===== src/rtl/iccm_loader_pkg.sv =====
// ============================================================================
// iccm_loader_pkg : shared types and constants for the ICCM boot loader
// Rev 1.0
// ============================================================================
`default_nettype none

package iccm_loader_pkg;

   localparam int         IccmHdrWidth  = 32;
   localparam logic [3:0] IccmWmaskFull = 4'hF;

   typedef enum logic [2:0] {
      StIdle = 3'd0,
      StHdr  = 3'd1,
      StData = 3'd2,
`ifdef ICCM_LOADER_CHECKSUM_EN
      StCsum = 3'd3,
`endif
      StDone = 3'd4,
      StErr  = 3'd5
   } state_e;

endpackage

`default_nettype wire


===== src/rtl/iccm_loader_byte_packer.sv =====
// ============================================================================
// byte_packer : 8-to-32 little-endian packer; word_valid_o pulses with the 4th byte
// Rev 1.0
// ============================================================================
`default_nettype none

module byte_packer
   import iccm_loader_pkg::*;
(
   input  logic                    clk_i,
   input  logic                    rst_ni,
   input  logic                    clear_i,
   input  logic                    valid_i,
   input  logic                    ready_i,
   input  logic [7:0]              data_i,
   output logic                    word_valid_o,
   output logic [IccmHdrWidth-1:0] word_o
);

   logic [1:0]  r_cnt;
   logic [23:0] r_pack;
   logic        w_fire;

   assign w_fire       = valid_i && ready_i;
   // The 4th byte is forwarded straight from the input, so the word is usable in its accept cycle.
   assign word_valid_o = w_fire && (r_cnt == 2'd3);
   assign word_o       = {data_i, r_pack};

   always_ff @(posedge clk_i or negedge rst_ni) begin
      if (!rst_ni) begin
         r_cnt  <= 2'd0;
         r_pack <= 24'd0;
      end else if (clear_i) begin
         r_cnt  <= 2'd0;
      end else if (w_fire) begin
         r_cnt <= r_cnt + 2'd1;
         case (r_cnt)
            2'd0:    r_pack[7:0]   <= data_i;
            2'd1:    r_pack[15:8]  <= data_i;
            2'd2:    r_pack[23:16] <= data_i;
            default: ;
         endcase
      end
   end

endmodule

`default_nettype wire


===== src/rtl/iccm_loader.sv =====
// ============================================================================
// iccm_loader : boot-time byte-stream to instruction-memory writer
// Optional image checksum when ICCM_LOADER_CHECKSUM_EN is defined.  Rev 1.0
// ============================================================================
`default_nettype none

module iccm_loader
   import iccm_loader_pkg::*;
#(
   parameter int ADDR_WIDTH = 12,
   parameter int DEPTH      = 4096
)(
   input  logic                  clk_i,
   input  logic                  rst_ni,
   input  logic                  start_i,
   input  logic                  rx_valid_i,
   input  logic [7:0]            rx_data_i,
   output logic                  rx_ready_o,
   output logic                  req_o,
   output logic                  we_o,
   output logic [3:0]            wmask_o,
   output logic [ADDR_WIDTH-1:0] addr_o,
   output logic [31:0]           wdata_o,
   output logic                  busy_o,
   output logic                  done_o,
   output logic                  err_o
);

   localparam logic [ADDR_WIDTH:0] c_idx_one = {{ADDR_WIDTH{1'b0}}, 1'b1};

   state_e                  r_state;
   logic                    r_req;
   logic                    r_we;
   logic [3:0]              r_wmask;
   logic [ADDR_WIDTH-1:0]   r_addr;
   logic [31:0]             r_wdata;
   logic [ADDR_WIDTH:0]     r_idx;
   logic [ADDR_WIDTH:0]     r_len;
`ifdef ICCM_LOADER_CHECKSUM_EN
   logic [31:0]             r_xor;
`endif

   logic                    w_clear;
   logic                    w_word_valid;
   logic [IccmHdrWidth-1:0] w_word;

   assign w_clear = start_i &&
                    ((r_state == StIdle) || (r_state == StDone) || (r_state == StErr));

   byte_packer u_packer (
      .clk_i        (clk_i),
      .rst_ni       (rst_ni),
      .clear_i      (w_clear),
      .valid_i      (rx_valid_i),
      .ready_i      (rx_ready_o),
      .data_i       (rx_data_i),
      .word_valid_o (w_word_valid),
      .word_o       (w_word)
   );

   always_ff @(posedge clk_i or negedge rst_ni) begin
      if (!rst_ni) begin
         r_state <= StIdle;
         r_req   <= 1'b0;
         r_we    <= 1'b0;
         r_wmask <= 4'h0;
         r_addr  <= '0;
         r_wdata <= 32'd0;
         r_idx   <= '0;
         r_len   <= '0;
`ifdef ICCM_LOADER_CHECKSUM_EN
         r_xor   <= 32'd0;
`endif
      end else begin
         r_req   <= 1'b0;
         r_we    <= 1'b0;
         r_wmask <= 4'h0;
         case (r_state)
            StIdle, StDone, StErr: begin
               if (start_i) begin
                  r_state <= StHdr;
                  r_idx   <= '0;
`ifdef ICCM_LOADER_CHECKSUM_EN
                  r_xor   <= 32'd0;
`endif
               end
            end
            StHdr: begin
               if (w_word_valid) begin
                  if (w_word > IccmHdrWidth'(DEPTH)) begin
                     r_state <= StErr;
                  end else if (w_word == '0) begin
`ifdef ICCM_LOADER_CHECKSUM_EN
                     r_state <= StCsum;
`else
                     r_state <= StDone;
`endif
                  end else begin
                     r_state <= StData;
                     r_len   <= w_word[ADDR_WIDTH:0];
                  end
               end
            end
            StData: begin
               if (w_word_valid) begin
                  r_req   <= 1'b1;
                  r_we    <= 1'b1;
                  r_wmask <= IccmWmaskFull;
                  r_addr  <= r_idx[ADDR_WIDTH-1:0];
                  r_wdata <= w_word;
                  r_idx   <= r_idx + c_idx_one;
`ifdef ICCM_LOADER_CHECKSUM_EN
                  r_xor   <= r_xor ^ w_word;
`endif
               end else if (r_req && (r_idx == r_len)) begin
                  // Leave only once the final write cycle has been presented.
`ifdef ICCM_LOADER_CHECKSUM_EN
                  r_state <= StCsum;
`else
                  r_state <= StDone;
`endif
               end
            end
`ifdef ICCM_LOADER_CHECKSUM_EN
            StCsum: begin
               if (w_word_valid) begin
                  r_state <= (w_word == r_xor) ? StDone : StErr;
               end
            end
`endif
            default: r_state <= StIdle;
         endcase
      end
   end

   assign busy_o     = (r_state == StHdr) || (r_state == StData)
`ifdef ICCM_LOADER_CHECKSUM_EN
                       || (r_state == StCsum)
`endif
                       ;
   assign rx_ready_o = busy_o;
   assign done_o     = (r_state == StDone);
   assign err_o      = (r_state == StErr);
   assign req_o      = r_req;
   assign we_o       = r_we;
   assign wmask_o    = r_wmask;
   assign addr_o     = r_addr;
   assign wdata_o    = r_wdata;

endmodule

`default_nettype wire


===== config.mk =====
export PLATFORM = sky130hd
export DESIGN_NAME = iccm_loader
export DESIGN_NICKNAME = d
export VERILOG_FILES = /design/src/rtl/iccm_loader_pkg.sv /design/src/rtl/iccm_loader_byte_packer.sv /design/src/rtl/iccm_loader.sv
export SDC_FILE = /design/constraint.sdc
export NUM_CORES = 1
export LEC_CHECK = 0
export BUFFER_PORTS_ARGS = -buffer_cell sky130_fd_sc_hd__buf_2
export CAP_MARGIN = 5
export CORE_ASPECT_RATIO = 2
export CORE_MARGIN = 3
export CORE_UTILIZATION = 61
export CTS_CLUSTER_DIAMETER = 80
export DETAILED_ROUTE_END_ITERATION = 8
export PLACE_DENSITY = 0.84
export RECOVER_POWER = 100
export REMOVE_ABC_BUFFERS = 1
export SYNTH_ARGS = -nofsm -noshare
export SYNTH_HDL_FRONTEND = slang
export SYNTH_HIERARCHICAL = 1
export SYNTH_SLANG_ARGS = --single-unit
export TNS_END_PERCENT = 50

===== constraint.sdc =====
create_clock -name clk_i -period 4.2 [get_ports clk_i]
set_clock_uncertainty 0.05 [all_clocks]
set_input_delay 0 -clock clk_i [delete_from_list [all_inputs] [get_ports clk_i]]
set_output_delay 0 -clock clk_i [all_outputs]
set_load 0.02 [all_outputs]

**Word level (Yosys, flattened, before mapping)**

Cells that the tools add are included.

- Word-level logic and storage cells: 66
- Input port bits: 12
- Output and inout bits: 54
- Bits in registers: 104

- Reduce and logical (&&, ||, !) cells: 20
- Equality and inequality tests: 13
- Multiplexer cells: 16
- Add/subtract/negate cells: 2
- Order comparisons: 1
- Bitwise gates (word level): 3

Operators by type and width:

| kind | number |
|---|---|
| 32-bit by 13-bit > comparator with 1-bit output, second input constant | 1 |
| 32-bit logical NOT | 1 |
| 13-bit two-way mux | 2 |
| 13-bit case mux with 2 select lines | 1 |
| 3-bit two-way mux | 6 |
| 13-bit by 1-bit adder with 13-bit output, second input constant | 1 |
| 13-bit equality test | 1 |
| 3-bit AND reduction | 4 |
| 3-bit case mux with 3 select lines | 1 |
| 4-bit two-way mux | 2 |
| 4-bit AND reduction | 2 |
| 3-bit equality test, second input constant | 2 |
| 2-bit inequality test, second input constant | 3 |
| 2-bit equality test, second input constant | 2 |
| 1-bit logical AND | 4 |
| 2-bit two-way mux | 2 |
| 2-bit by 1-bit inequality test with 1-bit output, second input constant | 2 |
| 2-bit nonzero test | 2 |
| 3-bit by 1-bit equality test with 1-bit output, second input constant | 1 |
| 3-bit by 2-bit equality test with 1-bit output, second input constant | 1 |
| 3-bit logical NOT | 1 |
| 1-bit logical OR | 3 |
| 1-bit NOT | 3 |
| 3-bit OR reduction | 1 |
| other kinds (5) | 6 |

**Logic depth before layout (Yosys ltp)**

Gate-level depths: netlist of the first run.

- Depth in word-level cells: 6
- Gate-level depth with buffers: 10

**Hierarchy**

Netlist of the first run, hierarchy kept.

Modules (own cells, without submodules):

| module | area an instance (µm²) | instances | sequential area each (µm²) | cells an instance |
|---|---|---|---|---|
| iccm_loader | 3315.7 | 1 | 1851.8 | 260 |
| byte_packer | 1177.4 | 1 | 650.6 | 76 |

**Worst setup path after synthesis of the first run**

No wires, ideal clock.

- Path kind: reg-to-reg
- Start point: register r_state[0]
- End point: register r_len[10]
- Data required time: 4.025 ns
- Path slack: 1.038 ns
- Clock period less this slack: 3.162 ns
- Arrival: 2.987 ns
- Cell stages (with the launch flop): 10
- Setup time: 0.125 ns
- Cells stage by stage: dfrtp_1 or2b_1 a21oi_1 buf_4 and3_1 or3b_1 or4_1 buf_2 buf_6 mux2_4

- Cells in the longest elaborated chain, start to end: 5

RTL lines:

| element | RTL line | source |
|---|---|---|
| start: declaration | iccm_loader.sv:31 | `state_e r_state;` |
| start signal: assignment | iccm_loader.sv:63 | `r_state <= StIdle;` |
| start signal: assignment | iccm_loader.sv:81 | `r_state <= StHdr;` |
| start signal: assignment | iccm_loader.sv:91 | `r_state <= StErr;` |
| 3-bit by 1-bit equality test with 1-bit output or 3-bit by 2-bit equality test with 1-bit output (tied branches) | iccm_loader.sv:136 | `assign busy_o = (r_state == StHdr) \|\| (r_state == StData)` |
| 1-bit logical OR (*) | iccm_loader.sv:136 |  |
| net busy_o | iccm_loader.sv:24 | `output logic busy_o,` |
| 1-bit logical AND (*) | iccm_loader_byte_packer.sv:24 | `assign w_fire = valid_i && ready_i;` |
| 1-bit logical AND (*) | iccm_loader_byte_packer.sv:26 | `assign word_valid_o = w_fire && (r_cnt == 2'd3);` |
| net w_word_valid | iccm_loader.sv:44 | `logic w_word_valid;` |
| 4-bit AND reduction (no line) (*) | -- |  |
| end signal: assignment | iccm_loader.sv:100 | `r_len <= w_word[ADDR_WIDTH:0];` |
| end: declaration | iccm_loader.sv:38 | `logic [ADDR_WIDTH:0] r_len;` |

Mark *: on every way through the listed nets, which the timed path passes. The rest lies on a longest branch.
A chain may end at the register's enable or synchronous reset.

**Final worst setup path of the first run**

- Start point: register r_state[0]
- End point: register r_wdata[7], in the netlist wdata_o[7]

- Cells in the longest elaborated chain, start to end: 5

RTL lines:

| element | RTL line | source |
|---|---|---|
| 3-bit by 1-bit equality test with 1-bit output or 3-bit by 2-bit equality test with 1-bit output (tied branches) | iccm_loader.sv:136 |  |
| 1-bit logical OR (*) | iccm_loader.sv:136 |  |
| 1-bit logical AND (*) | iccm_loader_byte_packer.sv:24 |  |
| 1-bit logical AND (*) | iccm_loader_byte_packer.sv:26 |  |
| net w_word_valid | iccm_loader.sv:44 |  |
| 2-bit AND reduction (no line) (*) | -- |  |
| end signal: assignment | iccm_loader.sv:110 | `r_wdata <= w_word;` |
| end: declaration | iccm_loader.sv:36 | `logic [31:0] r_wdata;` |

Marks and branches as above.

==> impl_metrics.csv, run 1 <==
group,metric,value,unit
run_status,outcome,"finished, violations left",
run_status,failed_checks,"capacitance limit, slew limit",
yosys,syn_area,4490,um2
critical_path,start_kind,"register",
finish,drive_above_1_share,25.9,%
placement,post-dp-hpwl,6.63,mm
grt,grt_pass1_wl,15.2,mm
worst_hold_path,hold_path.class,"input port to register",
detailed_routing,vias,2921,
clock_tree,cts.clk_slew.worst_paths,0.07,ns
placement,dpl_cell_area,4800,um2
critical_path,end_kind,"register",
placement,place.gp.congestion,0.888,
critical_path,crit_type,"register to register",
detailed_routing,drt-initial-drc-count,183,
yosys,synth_ff_type,"dfrtp_1",
clock_tree,postCtsResizedCells,0,
yosys,ys_async_sr_fraction,100,%
detailed_routing,drt-vias-per-instance,5.89,
grt,grt-ovfl-total,0,
floorplan,io_pins,66,
timing,tightest_slew,1.72,ns
timing,hold_ws,0.450,ns
yosys,avgSynthCellArea,13.4,um2
worst_hold_path,hold_depth,3,
finish,final_common_cell,"dfrtp_1",
yosys,synthCells,336,
clock_tree,cts_sinks,100,
critical_path,reg2reg_from,"r_state[0]",
timing,slew_violations,73,
timing,setup_viol,0,
detailed_routing,ant_nets,0,
critical_path,reg2reg_slack,0.92,ns
clock_tree,cts_root_buf,"clkbuf_16",
clock_tree,cts.path.max_buffers,2,
grt,grt_usage,24.4,%
power,p_per_area,504,nW/um2
grt,grt_max_degree,73,
clock_tree,cts_made_buffers,9,
floorplan,die-area,8490,um2
critical_path,cp_max_fo,21,
power,finalPower,2550,uW
finish,final_nets,418,
finish,syn_to_final_growth,12.5,%
timing,finalCritPeriodShare,78.0,%
critical_path,required,4.38,ns
floorplan,num_rows,43,
detailed_routing,wl_per_cell,18.7,um
worst_hold_path,min_from,"rx_data_i[6]",
floorplan,die_width,66.7,um
clock_tree,htreeDepth,3,
run,cap_violations,1,
power,p_leak,0.00243,uW
timing,grt_setup_unrepaired,"false",
timing,max_freq,305,MHz
worst_hold_path,holdPathEnd,"u_packer/r_pack[22]",
grt,antenna_found_initial,0,
placement,io_buffer_count,65,
clock_tree,clk_latency,0.35,ns
timing,finalHoldViolCount,0,
grt,grt_pass1_vias,3077,
clock_tree,cts_tree,"done",
finish,antenna_cells,0,
yosys,yosysWarningCount,6,
finish,fin_util,71.7,%
timing,min_period,3.28,ns
floorplan,core_region_area,7050,um2
yosys,synth_seq_cells,100,
yosys,synth_edf_count,0,
floorplan,initial_core_util,63.7,%
yosys,synth_cell_type_count,42,
critical_path,timing.rr.end,"wdata_o[7]",
finish,layout_common_cells,"dfrtp_1, mux2_2, clkbuf_1",
critical_path,rr_worst_depth,7,
finish,stdcell_area,5060,um2
critical_path,cp.arrival,3.46,ns
timing,slew_headroom,-14.6,%
floorplan,die_h,127,um
detailed_routing,postRouteWirelength,9.28,mm
detailed_routing,drc,0,
yosys,ys_seq_area_share,55.7,%
detailed_routing,drt_pass1_iterations,4,
power,irDropWorstVdd,603,uV
-- report_power, final --
group / leakage (uW) / switching [uW] / total [uW] / internal, uW
registers: 0.00134 / 176 / 1290 / 1110
logic: 0.000945 / 204 / 416 / 212
clock network: 0.000152 / 347 / 842 / 495
-- per-layer routing --
layer	global-route usage [%]	share of wire, %	vias up
met5	0	0	-
met4	12.0	4.7	0
met3	5.72	4.0	31
met2	44.1	56	94
met1	25.2	35	1471
li1	-	-	1325
-- sequential cells by signal (all words and copies together), names as in the netlist --
name / cells
wdata_o: 32
r_state: 3
r_len: 13
u_packer/r_cnt: 2
addr_o: 12
wmask_o: 1
u_packer/r_pack: 24
r_idx: 13
-- worst max-delay path: stages, from the launching register on --
cell and delay [ns]:
dfrtp_1 0.42, or2b_1 0.28, a21oi_1 0.15, clkbuf_1 0.34, and3_1 0.31, nor3b_1 0.30
clkbuf_1 0.86, mux2_2 0.42
-- worst max-delay path by stage --
stage / from / slack, ns / to
3_5_place_dp: r_state[0] / 1.06 / r_len[5]
6_report: r_state[0] / 0.92 / wdata_o[7]
4_1_cts: r_state[0] / 1.05 / r_len[4]
2_1_floorplan: r_state[0] / -2.17 / r_idx[2]
5_1_grt: r_state[0] / 0.67 / r_idx[2]
3_3_place_gp: r_state[0] / 1.18 / r_len[5]
-- final cells by class --
class	instances	area, um2
inverters	4	15.0
clock inverters	5	60.1
multi-input cells	205	1720
repair buffers	81	394
clock buffers	11	253
flip-flops and latches	100	2500
fillers	551	1990
well taps	90	113
-- synth_stat cells, types with 2 or more instances --
master / count / area [um2]
buf_4: 15 / 113
dfrtp_1: 100 / 2500
ha_1: 5 / 62.6
mux2_4: 9 / 135
clkbuf_1: 6 / 22.5
nand2_1: 12 / 45.0
nand3b_1: 2 / 15.0
inv_1: 4 / 15.0
o31ai_1: 2 / 15.0
or4_1: 2 / 15.0
nor3b_1: 2 / 15.0
nor2_1: 10 / 37.5
a21bo_2: 2 / 20.0
and3_1: 3 / 18.8
o2111ai_1: 2 / 17.5
nand4_1: 4 / 25.0
nand3_1: 6 / 30.0
nor3_1: 2 / 10.0
nand4b_4: 3 / 71.3
buf_2: 4 / 20.0
mux2_2: 72 / 811
xor2_1: 16 / 140
nor4_1: 10 / 62.6
or3_1: 5 / 31.3
a21oi_1: 10 / 50.1
buf_6: 2 / 22.5
o21ai_0: 9 / 45.0
nand2b_1: 3 / 18.8
-- stage by stage --
stage	std cells	setup WS, ns	TNS [ns]
floorplan	309	-2.17	-103.19
global placement	469	1.18	0
detailed placement	469	1.06	0
CTS	496	1.05	0
global route	496	0.669	0
finish	496	0.924	0
-- logic make-up (layout without fill, tap and decap cells) --
| kind of cell | count (synthesis) | in the layout | synth area share, % |
|---|---|---|---|
| flip-flops | 100 | 100 | 55.7 |
| multiplexers | 81 | 81 | 21.1 |
| AND/OR/NAND/NOR | 71 | 71 | 10.0 |
| AO/OA/AOI/OAI | 31 | 31 | 4.26 |
| buffers and inverters | 31 | 101 | 4.29 |
| XOR/XNOR | 17 | 17 | 3.31 |
| adder cells (fa/ha/maj) | 5 | 5 | 1.39 |
-- timing repair --
action | in CTS | in global routing
hold buffers | 11 | 0
buffers inserted | 0 | 0
hold endpoints to repair | 107 | 0
Power figures use the tool's default switching activity.
==> run 2: changes to the inputs <==
--- a/config.mk
+++ b/config.mk
@@ -5,14 +5,15 @@
 export SDC_FILE = /design/constraint.sdc
 export NUM_CORES = 1
 export LEC_CHECK = 0
+export ABC_AREA = 1
 export BUFFER_PORTS_ARGS = -buffer_cell sky130_fd_sc_hd__buf_2
 export CAP_MARGIN = 5
 export CORE_ASPECT_RATIO = 2
 export CORE_MARGIN = 3
-export CORE_UTILIZATION = 61
+export CORE_UTILIZATION = 52
 export CTS_CLUSTER_DIAMETER = 80
 export DETAILED_ROUTE_END_ITERATION = 8
-export PLACE_DENSITY = 0.84
+export PLACE_DENSITY = 0.76
 export RECOVER_POWER = 100
 export REMOVE_ABC_BUFFERS = 1
 export SYNTH_ARGS = -nofsm -noshare
==> constraint.sdc (replaced) <==
create_clock -name clk_i -period 3 [get_ports clk_i]
set_clock_uncertainty 0.05 [all_clocks]
set_input_delay 0 -clock clk_i [delete_from_list [all_inputs] [get_ports clk_i]]
set_output_delay 0 -clock clk_i [all_outputs]
set_load 0.02 [all_outputs]
==> run 2 against run 1 <==
Compared with the run above: largest cell class unchanged; the flow still finishes with violations (capacitance limit, slew limit); clock power increased by 31%; non-clock buffer count shrank 2; area after synthesis increased by 6.0%; first-iteration DRC count grew 96%; synthesized cell count is 78% higher; sequential power rose by 29%; flip-flop and latch count did not move; worst setup slack got worse by 0.52 ns; power up 35%; utilization fell by 11 points; die area increased by 23%; global-route usage grew 0.069 points.
==> impl_metrics.csv, run 2 <==
group,metric,value,unit
detailed_routing,drt_pass1_iterations,5,
floorplan,io_pins,66,
finish,largest_reg_flops,32,
power,irDropWorstVdd,535,uV
timing,setup_viol,0,
power,pwr-share-seq,48.5,%
timing,slew_headroom,-45.2,%
finish,syn_to_final_growth,11.5,%
detailed_routing,drc,0,
clock_tree,postCtsResizedCells,0,
run,cap_violations,1,
clock_tree,post_cts_buffers,0,
yosys,synthCells,598,
floorplan,core_region_area,8770,um2
clock_tree,cts_root_buf,"clkbuf_16",
floorplan,num_rows,48,
yosys,synth_cell_type_count,24,
timing,slew_violations,101,
power,switchingPower,1160,uW
yosys,yosysWarningCount,6,
timing,hold_ws,0.0623,ns
floorplan,die-area,10400,um2
power,p_leak,0.00276,uW
floorplan,die_width,73.7,um
yosys,synth_area_leader_cell,"dfrtp_1",
critical_path,crit_buf_inv,3,
yosys,synth.top_cell.area_share,52.5,%
critical_path,cp.arrival,2.79,ns
finish,drive_above_1_share,6.52,%
yosys,synth_area_leaders,"dfrtp_1, nand2_1, nand3_1",
floorplan,die_h,141,um
finish,final_nets,672,
critical_path,cp_max_fo,14,
critical_path,crit_slowest_cell,"nor2_2",
placement,io_buffer_count,65,
power,p_clk_share,31.8,%
timing,worst_slack,0.400,ns
critical_path,path_delay_family,"simple AND/OR/NAND/NOR gates",
critical_path,crit_type,"register to register",
detailed_routing,vias,4099,
yosys,yosysMostFrequentCell,"nand2_1",
detailed_routing,drt-vias-per-instance,5.39,
grt,grt-ovfl-total,0,
finish,final_common_cell,"nand2_1",
critical_path,required,3.19,ns
clock_tree,htreeDepth,3,
yosys,synth_ff_type,"dfrtp_1",
timing,finalHoldViolCount,0,
clock_tree,clk_latency,0.34,ns
yosys,avgSynthCellArea,7.96,um2
power,finalPower,3450,uW
run_status,outcome,"finished, violations left",
yosys,synth_seq_cells,100,
clock_tree,cts_tree,"done",
clock_tree,cts_sinks,100,
yosys,synthTopCellsByCount,"nand2_1, dfrtp_1, nor2_1",
grt,grt_pass1_vias,4050,
detailed_routing,ant_nets,0,
timing,finalCritPeriodShare,86.7,%
floorplan,initial_core_util,54.3,%
power,comb_power_share,19.8,%
timing,max_freq,385,MHz
yosys,ys_async_sr_fraction,100,%
power,p_per_area,650,nW/um2
placement,post-place-ws,0.534,ns
timing,tightest_slew,2.18,ns
grt,antenna_found_initial,0,
grt,grt_usage,24.4,%
worst_hold_path,hold_path.class,"input port to register",
critical_path,crit_top_cell,"nand2_1",
placement,post-dp-hpwl,8.29,mm
yosys,ys_seq_area_share,52.5,%
clock_tree,cts.clk_slew.worst_paths,0.07,ns
finish,layout_common_cells,"nand2_1, dfrtp_1, clkbuf_1",
critical_path,start_kind,"register",
grt,grt_pass1_wl,19.5,mm
timing,min_period,2.60,ns
critical_path,crit_chain,"inv_1 > nor3_1 > inv_1 > nand2_1 > nand2_1 > nor2_1 > inv_1 > nor2_2 > nand3_4 > nand2_1 > nand2_1",
timing,grt_setup_unrepaired,"false",
detailed_routing,drt-initial-drc-count,358,
critical_path,end_kind,"register",
grt,grt_max_degree,101,
run_status,failed_checks,"capacitance limit, slew limit",
finish,antenna_cells,0,
power,power.internal,2290,uW
timing,tns,0,ns
placement,place.gp.congestion,0.905,
yosys,syn_area,4760,um2
clock_tree,cts_made_buffers,9,
detailed_routing,wl_per_cell,15.1,um
yosys,synth_edf_count,0,
critical_path,slowest_delay,0.50,ns
detailed_routing,postRouteWirelength,11.5,mm
power,swShare,33.5,%
clock_tree,cts_hold_buf,10,
clock_tree,cts.path.max_buffers,2,
[run 2: worst min-delay path: cells and delay by family]
| kind | cells | cell delay (ns) |
|---|---|---|
| buf+inv | 1 | 0.12 |
| simple gates | 3 | 0.31 |
[run 2: per-stage QoR]
step | util, % | area [um2] | instances
6_report | 60.5 | 5310 | 760
5_1_grt | 60.5 | 5310 | 760
4_1_cts | 61.8 | 5420 | 760
3_5_place_dp | 57.4 | 5030 | 734
3_3_place_gp | 57.4 | 5030 | 734
2_1_floorplan | - | 4530 | 565
[run 2: per-layer routing]
metal | global-route usage (%) | wire [um]
met5 | 0 | 0
met3 | 4.40 | 458
met4 | 13.8 | 571
met2 | 42.8 | 6330
met1 | 26.6 | 4110
[run 2: kinds of logic (layout without fill, tap and decap cells)]
| family | Yosys count | count (layout) | share of synthesized area, % |
|---|---|---|---|
| AO/OA/AOI/OAI | 35 | 35 | 3.84 |
| adder cells (fa/ha/maj) | 5 | 5 | 1.31 |
| buffers and inverters | 76 | 138 | 8.17 |
| flip-flops | 100 | 100 | 52.5 |
| AND/OR/NAND/NOR | 382 | 382 | 34.1 |
[run 2: area by class of cell]
cell class	instances	area, um2
multi-input combinational	422	1850
tap	100	125
sequential	100	2500
fill	802	3460
inverter	43	161
clock inverter	6	47.5
clock buffer	10	239
timing repair buffer	79	383
[run 2: final timing paths]
| path | startpoint | to | slack, ns | cells after the start |
|---|---|---|---|---|
| max in group asynchronous | rst_ni | wdata_o[28] | 0.68 | 3 |
| min in group asynchronous | rst_ni | addr_o[7] | 0.86 | 3 |
| worst min-delay path | start_i | r_idx[5] | 0.06 | 4 |
| worst max register to register | r_state[0] | r_len[6] | 0.40 | 11 |
| worst min register to register | wdata_o[0] | wdata_o[0] | 0.43 | 2 |
| worst max-delay path | r_state[0] | r_len[6] | 0.40 | 11 |
[run 2: power by group through the flow]
stage | sequential, uW | clock, uW | combinational (uW)
2_1_floorplan | 1640 | 0 | 493
3_3_place_gp | 1680 | 0 | 673
3_5_place_dp | 1690 | 0 | 686
4_1_cts | 1670 | 1120 | 702
5_1_grt | 1690 | 1180 | 777
6_report | 1670 | 1100 | 682
==> run 3: changes to the inputs <==
==> constraint.sdc (replaced) <==
create_clock -name clk_i -period 3 [get_ports clk_i]
set_clock_uncertainty 0.05 [all_clocks]
set_input_delay 0.3 -clock clk_i [delete_from_list [all_inputs] [get_ports clk_i]]
set_output_delay 0.3 -clock clk_i [all_outputs]
set_load 0.02 [all_outputs]
==> run 3 against run 2 <==
Compared with the run above: the run now ends clean; wire length up 2.1%; combinational power about the same; register-to-register slack better by 0.06 ns; highest routed layer unchanged.
==> impl_metrics.csv, run 3 (synthesized netlist as in run 2, its figures left out) <==
group,metric,value,unit
critical_path,end_kind,"register",
power,p_leak,0.00272,uW
detailed_routing,postRouteWirelength,11.7,mm
timing,slew_violations,0,
floorplan,core_region_area,8770,um2
timing,min_period,2.54,ns
finish,antenna_cells,0,
run,cap_violations,0,
finish,layout_common_cells,"nand2_1, dfrtp_1, clkbuf_1",
finish,final-instance-count-excl-fill,749,
worst_hold_path,hold_path.class,"input port to register",
finish,final_common_cell,"nand2_1",
timing,finalCritPeriodShare,84.8,%
critical_path,timing.rr.end,"r_len[8]",
critical_path,start_kind,"register",
clock_tree,clk_latency,0.34,ns
timing,slew_headroom,30.0,%
detailed_routing,drt_pass1_iterations,5,
critical_path,cp_max_fo,14,
floorplan,die-area,10400,um2
grt,grt_pass1_wl,19.2,mm
grt,grt-ovfl-total,0,
floorplan,die_h,141,um
critical_path,rr_worst_depth,11,
placement,dpl.cell_count,734,
power,p_per_area,679,nW/um2
worst_hold_path,holdPathEnd,"wdata_o[28]",
detailed_routing,drc,0,
critical_path,reg2reg_slack,0.46,ns
timing,setup_viol,0,
clock_tree,cts_sinks,100,
detailed_routing,wl_per_cell,15.6,um
timing,max_freq,393,MHz
clock_tree,cts_made_buffers,9,
timing,grt_setup_unrepaired,"false",
detailed_routing,vias,4158,
finish,final_nets,663,
clock_tree,htreeDepth,3,
finish,largest_reg_flops,32,
power,irDropWorstVdd,446,uV
run_status,outcome,"complete, no violations",
critical_path,crit_type,"register to register",
critical_path,required,3.18,ns
grt,grt_usage,24.3,%
grt,grt_max_degree,60,
finish,syn_to_final_growth,10.0,%
critical_path,cp.arrival,2.73,ns
finish,drive_above_1_share,5.86,%
detailed_routing,drt-initial-drc-count,352,
floorplan,io_pins,66,
floorplan,die_width,73.7,um
clock_tree,postCtsResizedCells,0,
placement,place.gp.congestion,0.899,
detailed_routing,drt-vias-per-instance,5.55,
placement,post-dp-hpwl,8.75,mm
grt,grt_pass1_vias,4105,
critical_path,reg2reg_from,"r_state[0]",
worst_hold_path,min_from,"rx_data_i[4]",
timing,tightest_slew,1.05,ns
grt,antenna_found_initial,0,
floorplan,num_rows,48,
clock_tree,cts_tree,"done",
floorplan,initial_core_util,54.3,%
timing,finalHoldViolCount,0,
clock_tree,cts.path.max_buffers,2,
worst_hold_path,hold_depth,3,
timing,tns,0,ns
placement,io_buffer_count,65,
clock_tree,cts_root_buf,"clkbuf_16",
detailed_routing,ant_nets,0,
clock_tree,cts.clk_slew.worst_paths,0.06,ns
timing,hold_ws,0.200,ns
[run 3: per-stage QoR]
step / area (um2) / util (%) / power, uW / setup slack (ns)
5_1_grt: 5240 / 59.7 / 3720 / 0.179
3_3_place_gp: 5030 / 57.4 / 2350 / 0.685
2_1_floorplan: 4530 / - / 2130 / -0.138
4_1_cts: 5350 / 61.0 / 3590 / 0.549
3_5_place_dp: 5030 / 57.4 / 2390 / 0.566
6_report: 5240 / 59.7 / 3560 / 0.455
[run 3: critical path, cell delays in order, from the launching register on]
cell and delay [ns]:
dfrtp_1 0.46, inv_1 0.10, nor3_1 0.23, inv_1 0.12
nand2_1 0.18, nand2_1 0.13, nor2_1 0.17, inv_1 0.07
nor2_2 0.48, nand3_4 0.26, nand2_1 0.13, nand2_1 0.05
[run 3: worst max-delay path by stage]
stage	from	end	slack, ns
detailed placement	r_state[0]	r_state[0]	0.57
global placement	r_state[0]	r_state[2]	0.68
CTS	r_state[0]	r_state[0]	0.55
floorplan	r_state[0]	r_idx[2]	-0.14
finish	r_state[0]	r_len[8]	0.46
global route	r_state[0]	r_len[6]	0.18
[run 3: what timing repair did]
| action | CTS | global route |
|---|---|---|
| hold endpoints to repair | 41 | 0 |
| hold buffers | 1 | 0 |
| setup endpoints to repair | 0 | 0 |
| setup buffers | 0 | 0 |
[run 3: where the power goes]
group	switching (uW)	internal (uW)	total (uW)
sequential	165	1500	1660
clock	466	745	1210
combinational	485	195	680
total	1120	2440	3560
[run 3: layer usage]
| metal | vias up | part of all wire, % | global-route usage (%) |
|---|---|---|---|
| met5 | - | 0 | 0 |
| met4 | 0 | 6.4 | 18.0 |
| met3 | 50 | 4.6 | 2.48 |
| met2 | 157 | 55 | 43.0 |
| met1 | 1985 | 34 | 25.3 |
| li1 | 1966 | - | - |
[run 3: layout make-up]
class	count	area, um2
Clock buffer	12	246
Clock inverter	2	60.1
Fill cell	827	3530
Inverter	43	161
Multi-Input combinational cell	422	1850
Sequential cell	100	2500
Tap cell	100	125
Timing Repair Buffer	70	295
